File: src/rtl/ysyx_24110015_fetch_unit_pkg.sv
// Shared definitions for the instruction fetch stage: state encoding, reset PC,
// NOP instruction, error cause codes and the AXI read response code for OKAY.
package ysyx_24110015_fetch_unit_pkg;

  typedef enum logic [2:0] {
    ST_BOOT  = 3'd0,
    ST_REQ   = 3'd1,
    ST_WAIT  = 3'd2,
    ST_VALID = 3'd3,
    ST_IDLE  = 3'd4
  } fetch_state_e;

  localparam int unsigned CNT_W        = 32;
  localparam logic [31:0] RESET_PC_DEF = 32'h8000_0000;
  localparam logic [31:0] NOP_INST_DEF = 32'h0000_0013;

  localparam logic [1:0] CAUSE_NONE     = 2'b00;
  localparam logic [1:0] CAUSE_MISALIGN = 2'b01;
  localparam logic [1:0] CAUSE_BUS      = 2'b10;
  localparam logic [1:0] RRESP_OKAY     = 2'b00;

  function automatic logic pc_misaligned(input logic [31:0] pc);
    return pc[1:0] != 2'b00;
  endfunction

endpackage

File: src/rtl/ysyx_24110015_perf_counter.sv
// Free-running wrapping event counter with increment enable and synchronous
// active-low clear.
module ysyx_24110015_perf_counter
  import ysyx_24110015_fetch_unit_pkg::*;
(
  input  logic             clk,
  input  logic             clr_n_i,
  input  logic             inc_i,
  output logic [CNT_W-1:0] cnt_o
);

  logic [CNT_W-1:0] cnt_q;

  always_ff @(posedge clk) begin
    if (!clr_n_i) begin
      cnt_q <= '0;
    end else if (inc_i) begin
      cnt_q <= cnt_q + 1'b1;
    end
  end

  assign cnt_o = cnt_q;

endmodule

File: src/rtl/ysyx_24110015_fetch_unit.sv
// Multi-cycle single-issue fetch stage: owns the PC, fetches one instruction
// per retire over an AXI4-Lite-style read channel and hands it to decode.
//
// state | meaning
// BOOT  | one quiet bus cycle after reset release
// REQ   | read address phase (or misaligned-PC fault, no bus access)
// WAIT  | waiting for read data beat
// VALID | {inst, pc_o, fetch_err, err_cause} offered to decode
// IDLE  | instruction consumed, waiting for next PC from write-back
module ysyx_24110015_fetch_unit
  import ysyx_24110015_fetch_unit_pkg::*;
#(
  parameter logic [31:0] RESET_PC = RESET_PC_DEF,
  parameter logic [31:0] NOP_INST = NOP_INST_DEF
) (
  input  logic        clk,
  input  logic        rst,
  input  logic        dnpc_valid,
  input  logic [31:0] dnpc,
  output logic        arvalid,
  input  logic        arready,
  output logic [31:0] araddr,
  input  logic        rvalid,
  output logic        rready,
  input  logic [31:0] rdata,
  input  logic [1:0]  rresp,
  output logic        out_valid,
  input  logic        out_ready,
  output logic [31:0] inst,
  output logic [31:0] pc_o,
  output logic        fetch_err,
  output logic [1:0]  err_cause,
  output logic [31:0] perf_fetch_cnt,
  output logic [31:0] perf_wait_cnt
);

  fetch_state_e state_q, state_d;
  logic [31:0]  pc_q, pc_d;
  logic [31:0]  pend_q, pend_d;
  logic         pend_vld_q, pend_vld_d;
  logic [31:0]  inst_q, inst_d;
  logic [31:0]  pc_o_q, pc_o_d;
  logic         err_q, err_d;
  logic [1:0]   cause_q, cause_d;

  always_ff @(posedge clk) begin
    if (!rst) begin
      state_q    <= ST_BOOT;
      pc_q       <= RESET_PC;
      pend_q     <= '0;
      pend_vld_q <= 1'b0;
      inst_q     <= NOP_INST;
      pc_o_q     <= RESET_PC;
      err_q      <= 1'b0;
      cause_q    <= CAUSE_NONE;
    end else begin
      state_q    <= state_d;
      pc_q       <= pc_d;
      pend_q     <= pend_d;
      pend_vld_q <= pend_vld_d;
      inst_q     <= inst_d;
      pc_o_q     <= pc_o_d;
      err_q      <= err_d;
      cause_q    <= cause_d;
    end
  end

  always_comb begin
    state_d    = state_q;
    pc_d       = pc_q;
    pend_d     = pend_q;
    pend_vld_d = pend_vld_q;
    inst_d     = inst_q;
    pc_o_d     = pc_o_q;
    err_d      = err_q;
    cause_d    = cause_q;
    unique case (state_q)
      ST_BOOT: state_d = ST_REQ;
      ST_REQ: begin
        if (pc_misaligned(pc_q)) begin
          inst_d  = NOP_INST;
          pc_o_d  = pc_q;
          err_d   = 1'b1;
          cause_d = CAUSE_MISALIGN;
          state_d = ST_VALID;
        end else if (arready) begin
          state_d = ST_WAIT;
        end
      end
      ST_WAIT: begin
        if (rvalid) begin
          pc_o_d = pc_q;
          if (rresp != RRESP_OKAY) begin
            inst_d  = NOP_INST;
            err_d   = 1'b1;
            cause_d = CAUSE_BUS;
          end else begin
            inst_d = rdata;
          end
          state_d = ST_VALID;
        end
      end
      ST_VALID: begin
        if (out_ready) begin
          // A strobe arriving with the accept is newer than anything pending.
          if (dnpc_valid || pend_vld_q) begin
            pc_d       = dnpc_valid ? dnpc : pend_q;
            pend_vld_d = 1'b0;
            err_d      = 1'b0;
            cause_d    = CAUSE_NONE;
            state_d    = ST_REQ;
          end else begin
            state_d = ST_IDLE;
          end
        end else if (dnpc_valid) begin
          pend_d     = dnpc;
          pend_vld_d = 1'b1;
        end
      end
      ST_IDLE: begin
        if (dnpc_valid || pend_vld_q) begin
          pc_d       = dnpc_valid ? dnpc : pend_q;
          pend_vld_d = 1'b0;
          err_d      = 1'b0;
          cause_d    = CAUSE_NONE;
          state_d    = ST_REQ;
        end
      end
      default: state_d = ST_BOOT;
    endcase
  end

  assign arvalid   = (state_q == ST_REQ) && !pc_misaligned(pc_q);
  assign araddr    = pc_q;
  assign rready    = (state_q == ST_WAIT);
  assign out_valid = (state_q == ST_VALID);
  assign inst      = inst_q;
  assign pc_o      = pc_o_q;
  assign fetch_err = err_q;
  assign err_cause = cause_q;

  logic fetch_inc, wait_inc;
  assign fetch_inc = (state_d == ST_VALID) && (state_q != ST_VALID);
  assign wait_inc  = (state_q == ST_REQ) || (state_q == ST_WAIT);

  ysyx_24110015_perf_counter u_fetch_cnt (
    .clk     (clk),
    .clr_n_i (rst),
    .inc_i   (fetch_inc),
    .cnt_o   (perf_fetch_cnt)
  );

  ysyx_24110015_perf_counter u_wait_cnt (
    .clk     (clk),
    .clr_n_i (rst),
    .inc_i   (wait_inc),
    .cnt_o   (perf_wait_cnt)
  );

`ifndef SYNTHESIS
  // Write-back may only hand over a next PC once the current instruction is out.
  a_dnpc_in_busy_state : assert property (@(posedge clk) disable iff (!rst)
    dnpc_valid |-> (state_q == ST_VALID || state_q == ST_IDLE));
`endif

endmodule

File: config.mk
export PLATFORM = sky130hd
export DESIGN_NAME = ysyx_24110015_fetch_unit
export DESIGN_NICKNAME = d
export VERILOG_FILES = /design/src/rtl/ysyx_24110015_fetch_unit_pkg.sv /design/src/rtl/ysyx_24110015_perf_counter.sv /design/src/rtl/ysyx_24110015_fetch_unit.sv
export SDC_FILE = /design/constraint.sdc
export NUM_CORES = 1
export LEC_CHECK = 0
export CORE_UTILIZATION = 31
export CTS_CLUSTER_SIZE = 30
export DETAILED_ROUTE_END_ITERATION = 8
export GPL_ROUTABILITY_DRIVEN = 0
export MAX_ROUTING_LAYER = met4
export PLACE_DENSITY_LB_ADDON = 0.1
export SLEW_MARGIN = 20
export SYNTH_ARGS = -nofsm -noshare
export SYNTH_HDL_FRONTEND = slang
export SYNTH_SLANG_ARGS = --single-unit
File: constraint.sdc
create_clock -name clk -period 1.8 [get_ports clk]
set_clock_uncertainty 0.1 [all_clocks]
set_input_delay 0.27 -clock clk [delete_from_list [all_inputs] [get_ports clk]]
set_output_delay 0.27 -clock clk [all_outputs]
set_load 0.02 [all_outputs]
; Word level (Yosys, flattened, before mapping)
; Index checks and enable logic that the tools add are counted.
[totals]
register_bits = 199
latch_bits = 0
ram_bits = 0
romBits = 0
memories = 0
[op_classes]
add_sub_neg = 2
multipliers = 0
n_div = 0
order_cmp = 0
n_eq_ne = 11
n_shift = 0
muxes = 34
bitwise_logic = 1
reduce_logical = 16
[ops]
columns = operator, n
row1 = 2-to-1 mux 32 bit, 8
row2 = case mux 32 bit (2 select lines), 3
row3 = "adder 32 x 1 -> 32 bit, second input constant", 2
row4 = 2-to-1 mux 3 bit, 6
row5 = case mux 3 bit (5 select lines), 1
row6 = 2-to-1 mux 2 bit, 5
row7 = "== test 3 x 2 -> 1 bit, second input constant", 3
row8 = 2-to-1 mux 1 bit, 8
row9 = case mux 2 bit (4 select lines), 1
row10 = nonzero test 2 bit, 4
row11 = "inequality test 3 x 2 -> 1 bit, second input constant", 2
row12 = AND reduction 2 bit, 3
row13 = AND reduction 5 bit, 1
row14 = "inequality test 2 x 1 -> 1 bit, second input constant", 2
row15 = "inequality test 2 bit, second input constant", 2
row16 = case mux 1 bit (4 select lines), 1
row17 = nonzero test 4 bit, 1
row18 = "== test 3 x 1 -> 1 bit, second input constant", 1
row19 = "== test 3 bit, second input constant", 1
row20 = logical NOT 3 bit, 1
row21 = AND reduction 3 bit, 1
row22 = logical AND 1 bit, 2
row23 = logical OR 1 bit, 2
row24 = case mux 1 bit (2 select lines), 1
row25 = 2 further kinds, 2

; Logic depth before layout (Yosys ltp)
[logic_depth]
ltp_word = 6
depth_mapped = 10

; Hierarchy
; From an unflattened synthesis, not the netlist that was laid out.
[unflattened]
hier_cells = 991
hier_area_um2 = 8525.7
[by_module_without_submodules]
columns = mod, instances, cells_per_inst, area_per_inst_um2, seq_area_each_um2
row1 = ysyx_24110015_fetch_unit, 1, 635, 5401.4, 2702.6
row2 = ysyx_24110015_perf_counter (u_fetch_cnt), 1, 176, 1562.7, 640.6
row3 = ysyx_24110015_perf_counter (u_wait_cnt), 1, 180, 1561.5, 640.6

; Least setup slack after synthesis
; OpenSTA, ideal clock, no wires.
[synth_timing]
kind = register to register
start = reg state_q[1]
end = reg inst_q[21] (netlist: inst[21])
setup_ns = 0.070
t_arrival_ns = 2.095
required_time_ns = 1.630
slack_ns = -0.465
path_stages_with_launch = 8
synth_period_minus_slack_ns = 2.265
cell_sequence = dfxtp_1 > buf_6 > nor3b_1 > and2_1 > buf_2 > buf_2 > nand3_1 > a21oi_1
[synth_via]
elab_chain_cells = 3
[synth_lines]
columns = element, line_no
row1 = "start, declared", ysyx_24110015_fetch_unit.sv:37  ; fetch_state_e state_q, state_d;
row2 = "start signal, assigned", ysyx_24110015_fetch_unit.sv:57  ; state_q <= state_d;
row3 = == test 3 x 2 -> 1 bit (*), --
row4 = net rready, ysyx_24110015_fetch_unit.sv:24  ; output logic rready,
row5 = inequality test 2 bit (no line) or nonzero test 2 bit (tied branches), --
row6 = AND reduction 3 bit (no line), --
row7 = "end signal, assigned", ysyx_24110015_fetch_unit.sv:61  ; inst_q <= inst_d;
row8 = "end, declared", ysyx_24110015_fetch_unit.sv:41  ; logic [31:0] inst_q, inst_d;
; Mark *: on every way through the listed nets, which the timed path passes. The rest lies on a longest branch.
; A chain may end at the register's enable or synchronous reset.

; Final worst setup path
[layout_timing]
start = reg state_q[1]
end = reg u_fetch_cnt.cnt_q[19] (netlist: u_fetch_cnt.cnt_o[19])
[layout_via]
elab_chain_cells = 5
[layout_lines]
columns = element, line_no
row1 = 2-to-1 mux 3 bit, ysyx_24110015_fetch_unit.sv:86  ; end else if (arready) begin
row2 = 2-to-1 mux 3 bit, ysyx_24110015_fetch_unit.sv:80  ; if (pc_misaligned(pc_q)) begin
row3 = case mux 3 bit (5 select lines), ysyx_24110015_fetch_unit.sv:77  ; unique case (state_q)
row4 = == test 3 x 2 -> 1 bit, ysyx_24110015_fetch_unit.sv:143  ; assign fetch_inc = (state_d == ST_VALID) && (state_q != ST_VALID);
row5 = logical AND 1 bit (*), ysyx_24110015_fetch_unit.sv:143
row6 = "end signal, assigned", ysyx_24110015_perf_counter.sv:18  ; cnt_q <= cnt_q + 1'b1;
row7 = "end, declared", ysyx_24110015_perf_counter.sv:12  ; logic [CNT_W-1:0] cnt_q;
; Mark *: on every way between the ends. The rest lies on a longest branch, timed or not.

==> run metrics <==
Worst path most repeated cell buf_6; Final Max Tran Viols 0; Compound-Gate Fraction of Synth Area 0.164; Port Buf Inserts 237; Final period util 1.22; maxcap violations 0; Clock Path Buffers 2; Gate Count Post-Synth between 900 and 1000; fin nets 1480; Pleak about 6.9 nW; Final Hold Fails 0; failing checks design-rule violations, negative setup slack; Starting Density 0.318; Final Cell Area 15000 um^2; die extent in y roughly 170 um; Global Route Usage Sum 0.214; Layout area overhead 79.8%; post-synth cell types 62; largest family of logic cells by synthesized area simple AND/OR/NAND/NOR gates; CTS root buffer clkbuf_16; status finished, violations left; Hold Slack around 180 ps; Synth Area in XOR/XNOR 0.0219; cts bufs inserted 17; Buf/Inv on CP 3; Power Internal 7.10 mW; Post-Synth Simple-Gate Area 0.252; TritonCTS clock tree built; setup ws final -401 ps; remaining antenna violation count 0; WL/cell between 15 and 20 um; Sw Pwr 2.86 mW; Critical Path Fanout Max 5; CP Launch Type flop; pwr/cell area between 600 and 700 nW/um^2; synthesized area per cell 8.35 um^2; Sequential cell area 4020 um^2; Ports roughly 240; Post-Synth Adder-Cell Area 0.00300; number of synthesized flops with an enable pin 0; DR vias 8762; post-synthesis mux area share 0.0409; clock-pin transition on the worst setup and hold timing paths approximately 80 ps; flops & latches, synth ~200; # DRC 10; clock share of power 0.400; CTS Sinks ~200; core area between 20000 and 30000 um^2; WS Path Type flop to flop; Die Area about 28000 um^2; post-route setup TNS -31280 ps; Slew HR 0.562; Worst Path Arrival between 2000 and 2500 ps; area of the multi-input gates approximately 5000 um^2; Hold Buf Count CTS 0; first-pass GRT wire length around 46000 um; dominant synthesized flop cell dfxtp_1; Flop pwr share 0.450; switching share of power 0.287; critical-path cell list buf_6, and3b_4, buf_6, nor4_4, nand2_2, buf_6, or4_4, a21oi_2; Synth Warn # 0; Worst EP required ~2100 ps; antenna violations before repair 2; final WL just over 30000 um; critical path's top delay family simple AND/OR/NAND/NOR gates; crit path max-delay cell type or4_4; vias in the first global route between 8000 and 9000; Final Setup Violations around 160; Cell Area, Synth approximately 8300 um^2; Post-DP HPWL approximately 18000 um; maximum clock rate 0.454 GHz; peak supply drop approximately 0.67 mV; Place WS -977 ps; share of cells above drive strength 1 0.328; Slew @ Worst Pin around 660 ps; # H-tree levels 4; Worst setup EP type flop; Largest stage delay, worst path slightly above 500 ps; RSZ-0062 raised after global routing yes; Vias per Instance about 5; Hold Crit Class input pin to flop; DR pass1 iterations 6; Mapped Nets ~1100; fillers ~2400; largest net degree at the start of global routing 40; die width 166 um; placed cell area 12100 um^2; FP Rows 59; grt total ovfl 0; minimum clock period 2200 ps; Iter 0 DRT Violations approximately 370; Clk Latency, worst-skew pair 440 ps; register area share after synthesis 0.478; fraction of registers with async set/reset 0; combinational share of power 0.149
-- what timing repair did --
item,in CTS,in global routing
pin swaps,39,139
endpoints found under the hold margin,0,0
gates cloned,12,12
resized for setup,175,285
setup buffers,25,37
endpoints found under the setup margin,284,259
-- per-layer routing --
layer | routed length, um | GRT usage | part of all wire | vias up
met4 | 251 | 0.0423 | 0.0081 | 0
met5 | 0 | - | 0 | -
met1 | 14100 | 0.269 | 0.46 | 4216
met2 | 15100 | 0.349 | 0.49 | 169
met3 | 1430 | 0.0500 | 0.046 | 17
li1 | - | - | - | 4360
-- cells in the mapped netlist (all sizes together), types with 16 or more instances --
| cell | instances | area, um^2 |
|---|---|---|
| a211oi | 31 | 233 |
| a21oi | 138 | 694 |
| buf | 19 | 113 |
| clkbuf | 50 | 188 |
| dfxtp | 199 | 3980 |
| mux2i | 34 | 340 |
| nand2 | 192 | 721 |
| nand3 | 57 | 285 |
| nand4 | 25 | 163 |
| nor2 | 70 | 263 |
| o21ai | 27 | 135 |
| or3 | 21 | 131 |
| xor2 | 16 | 140 |
-- worst register-to-register path, delay by kind of cell (launching register included) --
| kind | cells | cell delay (ps) |
|---|---|---|
| flip-flops | 1 | 370 |
| buffers and inverters | 3 | 410 |
| AO/OA/AOI/OAI | 1 | 140 |
| AND/OR/NAND/NOR | 4 | 1130 |
-- through the flow --
stage	total power, mW	util	instances
after floorplan	5.09	-	997
after global placement	5.60	0.462	1644
after detailed placement	5.60	0.462	1644
after CTS	9.81	0.515	1713
after global routing	10.4	0.571	1756
final	9.96	0.571	1756
-- state kept, by name (all words and copies together) (netlist names) --
| register | count |
|---|---|
| araddr | 32 |
| inst | 32 |
| pc_o | 32 |
| pend_q | 32 |
| u_fetch_cnt.cnt_o | 32 |
| u_wait_cnt.cnt_o | 32 |
| state_q | 3 |
| err_cause | 2 |
| fetch_err | 1 |
| pend_vld_q | 1 |
-- logic make-up after synthesis --
group / Yosys count
multiplexers: 34
buffers and inverters: 78
AND/OR/NAND/NOR: 431
AO/OA/AOI/OAI: 233
adder cells (fa/ha/maj): 2
XOR/XNOR: 20
flip-flops: 199
-- layout by cell type, fill, tap and decap left out, types with 24 or more instances in the layout --
cell type,Yosys,routed
a211oi_2,0,29
a21oi_1,137,85
a21oi_2,1,52
buf_4,1,141
buf_6,4,43
clkbuf_16,0,25
clkdlybuf4s50_1,0,88
dfxtp_1,199,184
dlygate4sd2_1,0,69
dlymetal6s2s_1,0,76
mux2i_1,34,34
nand2_1,192,171
nand3_1,57,26
nand4_1,24,24
nor2_1,70,61
-- final timing paths --
kind | endpoint | depth (start not counted) | slack [ps] | startpoint
worst max-delay path | u_fetch_cnt.cnt_o[19]$_SDFFE_PN0P_ | 8 | -400 | state_q[1]$_SDFF_PN0_
worst min-delay path | state_q[2]$_SDFF_PN0_ | 5 | 180 | dnpc_valid
worst max register to register | u_fetch_cnt.cnt_o[19]$_SDFFE_PN0P_ | 8 | -400 | state_q[1]$_SDFF_PN0_
worst min register to register | inst[21]$_SDFFE_PN0P_ | 2 | 350 | inst[21]$_SDFFE_PN0P_
-- power by group through the flow --
stage	combinational [mW]	sequential [mW]	clock, mW
5_1_grt	1.57	4.49	4.30
4_1_cts	1.22	4.48	4.11
2_1_floorplan	0.459	4.63	0
3_3_place_gp	1.01	4.59	0
3_5_place_dp	1.01	4.59	0
6_report	1.49	4.49	3.99
-- layout make-up --
type | instances | area share
multi-input combinational | 725 | 0.341
timing repair buffer | 454 | 0.319
sequential | 199 | 0.268
clock buffer | 17 | 0.0284
tap | 335 | 0.0280
clock inverter | 15 | 0.0127
inverter | 9 | 0.00259
antenna | 2 | 0.000334
(Power assumes the default switching activity.)
